**src/rtl/opl3_pkg.sv**
```systemverilog
// opl3_pkg: shared OPL3 types and host front-end defaults.
package opl3_pkg;

    typedef struct packed {
        logic       valid;
        logic       bank;
        logic [7:0] address;
        logic [7:0] data;
    } opl3_reg_wr_t;

    localparam int         HOST_FIFO_DEPTH     = 4;
    localparam int         HOST_MIN_WR_SPACING = 2;
    localparam int         HOST_FIFO_W         = 1 + 8 + 8;
    localparam logic [7:0] STATUS_RD_UNUSED    = 8'hFF;

endpackage

```
**src/rtl/opl3_host_fifo.sv**
```systemverilog
// opl3_host_fifo: generic synchronous FIFO, async reset; pushes when full and pops when empty are ignored.
module opl3_host_fifo #(
    parameter int W = 17,
    parameter int D = 4
) (
    input  logic                   clk,
    input  logic                   rst,
    input  logic                   push,
    input  logic                   pop,
    input  logic [W-1:0]           din,
    output logic [W-1:0]           dout,
    output logic                   empty,
    output logic                   full,
    output logic [$clog2(D):0]     count
);
    localparam int AW = $clog2(D);

    logic [W-1:0]  r_mem [D];
    logic [AW-1:0] r_wp;
    logic [AW-1:0] r_rp;
    logic [AW:0]   r_cnt;
    logic          w_push;
    logic          w_pop;

    assign empty  = r_cnt == '0;
    assign full   = r_cnt == (AW+1)'(D);
    assign count  = r_cnt;
    assign dout   = r_mem[r_rp];
    assign w_push = push & ~full;
    assign w_pop  = pop & ~empty;

    always_ff @(posedge clk or posedge rst) begin
        if (rst) begin
            r_wp  <= '0;
            r_rp  <= '0;
            r_cnt <= '0;
        end else begin
            if (w_push) r_wp <= r_wp + 1'b1;
            if (w_pop) r_rp <= r_rp + 1'b1;
            r_cnt <= r_cnt + (AW+1)'(w_push) - (AW+1)'(w_pop);
        end
    end

    always_ff @(posedge clk) begin
        if (w_push) r_mem[r_wp] <= din;
    end

endmodule

```
**src/rtl/opl3_host_if.sv**
```systemverilog
// opl3_host_if: decodes OPL3 host ports, queues register writes and drains them
// as spaced reg_wr pulses; also returns the status byte on reads.
module opl3_host_if
    import opl3_pkg::*;
#(
    parameter int FIFO_DEPTH     = HOST_FIFO_DEPTH,
    parameter int MIN_WR_SPACING = HOST_MIN_WR_SPACING
) (
    input  logic         clk,
    input  logic         ic,
    input  logic         host_wr,
    input  logic         host_rd,
    input  logic [1:0]   host_addr,
    input  logic [7:0]   host_din,
    output logic [7:0]   host_dout,
    input  logic [7:0]   status_in,
    output logic         fifo_full,
    output logic         overflow,
    output opl3_reg_wr_t reg_wr
);
    localparam int CW = $clog2(FIFO_DEPTH) + 1;
    localparam int GW = $clog2(MIN_WR_SPACING) + 1;

    logic [7:0]             r_addr;
    logic                   r_bank;
    logic [GW-1:0]          r_gap;
    logic                   r_ovf;
    logic [7:0]             r_dout;
    opl3_reg_wr_t           r_reg_wr;
    logic                   w_data_wr;
    logic                   w_pop;
    logic                   w_empty;
    logic                   w_full;
    logic [CW-1:0]          w_count;
    logic [HOST_FIFO_W-1:0] w_head;

    assign w_data_wr = host_wr & host_addr[0];
    assign w_pop     = ~w_empty & (r_gap == '0);
    assign fifo_full = w_count == CW'(FIFO_DEPTH);
    assign overflow  = r_ovf;
    assign host_dout = r_dout;
    assign reg_wr    = r_reg_wr;

    // Bank always comes from the last address write, never from the data port used.
    opl3_host_fifo #(.W(HOST_FIFO_W), .D(FIFO_DEPTH)) u_fifo (
        .clk  (clk),
        .rst  (ic),
        .push (w_data_wr),
        .pop  (w_pop),
        .din  ({r_bank, r_addr, host_din}),
        .dout (w_head),
        .empty(w_empty),
        .full (w_full),
        .count(w_count)
    );

    always_ff @(posedge clk or posedge ic) begin
        if (ic) begin
            r_addr   <= '0;
            r_bank   <= 1'b0;
            r_gap    <= '0;
            r_ovf    <= 1'b0;
            r_dout   <= '0;
            r_reg_wr <= '0;
        end else begin
            if (host_wr && !host_addr[0]) begin
                r_addr <= host_din;
                r_bank <= host_addr[1];
            end
            if (w_data_wr && w_full) r_ovf <= 1'b1;
            r_gap <= w_pop ? GW'(MIN_WR_SPACING - 1) : (r_gap != '0 ? r_gap - 1'b1 : r_gap);
            r_reg_wr.valid <= w_pop;
            if (w_pop) {r_reg_wr.bank, r_reg_wr.address, r_reg_wr.data} <= w_head;
            if (host_rd) r_dout <= host_addr[0] ? STATUS_RD_UNUSED : status_in;
        end
    end

endmodule

```
**config.mk**
```make
export PLATFORM = sky130hd
export DESIGN_NAME = opl3_host_if
export DESIGN_NICKNAME = d
export VERILOG_FILES = /design/src/rtl/opl3_pkg.sv /design/src/rtl/opl3_host_fifo.sv /design/src/rtl/opl3_host_if.sv
export SDC_FILE = /design/constraint.sdc
export NUM_CORES = 1
export LEC_CHECK = 0
export CELL_PAD_IN_SITES_DETAIL_PLACEMENT = 1
export CELL_PAD_IN_SITES_GLOBAL_PLACEMENT = 1
export CORE_ASPECT_RATIO = 0.8
export CORE_MARGIN = 2
export CORE_UTILIZATION = 48
export CTS_CLUSTER_SIZE = 14
export DETAILED_ROUTE_END_ITERATION = 8
export PLACE_DENSITY = 0.78
export SYNTH_ARGS = -nofsm -noshare
export SYNTH_HDL_FRONTEND = slang
export SYNTH_SLANG_ARGS = --single-unit
export TNS_END_PERCENT = 100
```
**constraint.sdc**
```tcl
create_clock -name clk -period 2.9 [get_ports clk]
set_input_delay 0.58 -clock clk [delete_from_list [all_inputs] [get_ports clk]]
set_output_delay 0.58 -clock clk [all_outputs]
set_load 0.01 [all_outputs]
```
==> results summary <==
At the end of the flow, the number of nets in the layout was around 300. By area the synthesized netlist is led by sky130_fd_sc_hd__edfxtp_1 47%, sky130_fd_sc_hd__dfrtp_1 26%, sky130_fd_sc_hd__mux4_2 8.4%. The final clock skew came out at ~0.0053 ns. The overall global routing resource usage is a little over a fifth.

The post-synth design cell area is 4300 µm². The count of max-cap constraint violations came out at 0. Traced cell by cell, the critical path runs through nor3b_1 -> clkdlybuf4s50_1. The number of resized instances in the post-cts repair step is 0. Using the TritonRoute via totals, the vias-per-cell ratio works out to around 5.4. In the finished design, the share of the clock period the worst path needs comes to ~90%. Per report_power, the combinational group accounts for a little over a quarter of the total.

The reported net switching power came out at approximately 1.6 mW. The total power came out at a little over 6 mW. The power density over the cells is 1093 nW/µm².

The worst IR drop on VDD came out at between 700 and 800 µV. The deepest level of the CTS H-tree is 4. The data arrival time at the worst-slack endpoint is slightly below 2 ns. The number of enable flip-flop cells after synthesis is between 60 and 70.

Setup repair after global routing left no endpoint under its margin. The standard-cell row count is 30. The maximum single-stage delay on the critical path is slightly above 0.6 ns. The switching share of power is about a quarter. The final-report hold violation count is 0.

The TritonCTS buffer count came out at 17. The total die area came out at around 9700 µm². Relative to the synthesized area, the layout overhead comes to 28.63%. The sum of net half-perimeters after detailed placement is 4.916 mm. The top cell types in the final layout, fill and taps aside, are 68 x sky130_fd_sc_hd__edfxtp_1, 49 x sky130_fd_sc_hd__clkdlybuf4s50_1, 45 x sky130_fd_sc_hd__dfrtp_1, 19 x sky130_fd_sc_hd__mux2_2. The post-CTS repair timing setup buffer count came out at 0. The number of setup violations in the final report is 0. The library cell used most frequently in the layout, excluding fill and tap cells, is sky130_fd_sc_hd__edfxtp_1.

The average routed wire per standard cell came out at 22.93 µm. The final-layout setup total negative slack came out at 0 ns. The maximum number of buffers from clock root to sink came out at 2. The count of hold-fix buffers inserted at cts came out at 0.

The clock transition at the registers of the reported paths came out at around 0.06 ns. The sum of overflow across all layers after global routing is 0. The post-route met1 wirelength is around 4.1 mm.

The length of routed met3 wiring came out at around 330 µm. The total detailed-routing wirelength came out at a little over 9 mm. The static power due to leakage came out at 2.071 nW.

The flow ran to the end, and the final reports show no timing, DRC or antenna violations. Detailed routing inserted a total of between 2,000 and 2,500 vias. The clock share of power is a little over a third. The mean instance size in the synthesized netlist came out at between 20 and 25 µm². For this design the top-level I/O count stands at 50. The global-route wire length before repair is 14.41 mm. The required time of the worst setup path came out at 2.32 ns. The worst setup path is launched from a register. Sequential cells burn 38.5% of the power. The worst hold path stage count came out at 1. The synthesized net count is 239. The detailed router used layers up to and including met4. The number of clock sinks seen by CTS is 113. Synthesis instantiated 26 different standard cells from the library. The number of pins with negative max-slew slack in the final report came out at 0. TritonCTS built the clock tree. The sequential share of the synthesized area is ~74%. The total inserted antenna cells is 0. Measured in cells, the most critical reg-to-reg path has a length of 10. Counting every instance in the synthesized netlist gives between 200 and 250. Once detail routing completed, the nets flagged for antenna violations numbered 0. The worst min-delay path class is register to register. The die is around 110 µm wide.

The global placement routability congestion came out at slightly below 0.7. Buffers placed on the I/O ports in this run total 49. Of the post-synthesis cell area, the dominant cell type holds 47.48%. The clock insertion delay at the later pin of the skew report came out at approximately 0.52 ns. The critical path in this run is classified as register to output port. The die is a little under 90 µm tall. The number of antenna violations at the first check in global routing is 0. The fmax came out at ~400 MHz. The transition time of the tightest slew-check pin came out at 0.9644 ns.

The maximum number of pins on one net before global-route repair came out at 46. The yosys synthesis warning count came out at 0. The detailed-routing iteration count for the pre-antenna-repair pass came out at 4. Headroom to the max-slew limit came out at a little over a third. STA classifies the critical path endpoint as an output port. The synthesized design spends more area on one cell type than any other, namely sky130_fd_sc_hd__edfxtp_1.

The via count of the first global-routing pass came to approximately 2,400. For this design, the slowest cell found on the critical path is sky130_fd_sc_hd__clkdlybuf4s50_1. The share of flip-flops with an asynchronous set or reset is about two fifths. The area of the core came out at ~8600 µm². In the synthesized netlist the dominant register cell turns out to be sky130_fd_sc_hd__edfxtp_1. The master cell of the clock root buffer is sky130_fd_sc_hd__clkbuf_8.

In the final layout, the share of cells above drive strength 1 is about 28%. Along the worst path, the maximum fanout reaches 4. The number of remaining DRC errors came out at 0.

The length of routed met2 wiring is between 4 and 5 mm. The initial DRC count came out at 88. In this run, synthesis produced a sequential element count of 113.

The shortest clock period the worst path allows after layout is between 2 and 3 ns. Once the floorplan was initialized, standard cells occupied 50.03% of the core. Cell internal power was estimated by the tool at about 4.4 mW.
area by class of cell:
| class | count | area, µm² |
|---|---|---|
| Clock buffer | 21 | 439.2 |
| Clock inverter | 11 | 161.4 |
| Fill cell | 749 | 3064 |
| Inverter | 9 | 33.78 |
| Multi-Input combinational cell | 79 | 1023 |
| Sequential cell | 113 | 3168 |
| Tap cell | 112 | 140.1 |
| Timing Repair Buffer | 59 | 565.5 |
power groups by stage:
stage / Combinational [mW] / Sequential [mW] / Clock [mW]
after floorplan: 1.06 / 2.31 / 0
after global placement: 1.54 / 2.31 / 0
after detailed placement: 1.59 / 2.34 / 0
after CTS: 1.66 / 2.33 / 2.14
after global routing: 1.75 / 2.37 / 2.19
final: 1.62 / 2.33 / 2.10
flip-flops by register name, indices dropped and copies added (netlist names):
| signal | cells |
|---|---|
| overflow | 1 |
| r_bank | 1 |
| r_addr | 8 |
| u_fifo.r_rp | 2 |
| reg_wr | 18 |
| r_gap | 2 |
| host_dout | 8 |
| u_fifo.r_mem | 68 |
| u_fifo.r_wp | 2 |
| u_fifo.count | 3 |
logic make-up after synthesis:
group                    Yosys count  synth area share (%)
AO/OA/AOI/OAI                     10                 1.949
multiplexers                      44                 16.76
XOR/XNOR                           5                 1.018
buffers and inverters             18                 2.531
flip-flops                       113                 73.67
adder cells (fa/ha/maj)            7                 2.211
AND/OR/NAND/NOR                   13                 1.862
cell usage after synthesis (2+ instances only):
cell type	number
sky130_fd_sc_hd__buf_6	3
sky130_fd_sc_hd__buf_2	2
sky130_fd_sc_hd__clkbuf_1	3
sky130_fd_sc_hd__mux2_2	19
sky130_fd_sc_hd__edfxtp_1	68
sky130_fd_sc_hd__inv_1	9
sky130_fd_sc_hd__o22a_1	8
sky130_fd_sc_hd__and2_1	5
sky130_fd_sc_hd__xnor2_1	5
sky130_fd_sc_hd__ha_1	6
sky130_fd_sc_hd__dfrtp_1	45
sky130_fd_sc_hd__mux4_2	16
sky130_fd_sc_hd__mux2_4	8
worst max-delay path: cells and delay by family, from the launching register on:
kind / cells / cell delay, ns
buffers and inverters: 1 / 0.62
and+or+nand+nor: 1 / 0.41
DFF: 1 / 0.44
per-layer routing:
layer / track usage, % / vias to the layer above
met3: 6.922 / 17
li1: - / 949
met5: 0 / -
met2: 33.80 / 51
met4: 9.551 / 0
met1: 28.33 / 1182
worst paths after layout:
path	end	startpoint	slack, ns
worst max-delay path	fifo_full	u_fifo.count[1]	0.34
worst min-delay path	overflow	overflow	0.50
worst max register to register	u_fifo.count[2]	u_fifo.count[1]	0.59
worst min register to register	overflow	overflow	0.50
max in group asynchronous	r_bank	ic	1.95
min in group asynchronous	reg_wr[17]	ic	0.54
metrics by stage:
stage / utilization [%] / cells / setup slack (ns) / cell area [µm²] / hold WS [ns]
CTS: 64.35 / 404 / 0.3257 / 5532 / 0.4993
floorplan: - / 210 / 0.5559 / 4300 / 0.4202
global route: 64.35 / 404 / 0.2038 / 5532 / 0.5127
detailed placement: 57.37 / 372 / 0.6002 / 4931 / 0.4616
global placement: 57.37 / 372 / 0.6525 / 4931 / 0.4511
finish: 64.35 / 404 / 0.3364 / 5532 / 0.4967
Note: power is estimated with default switching activity, not from simulation.
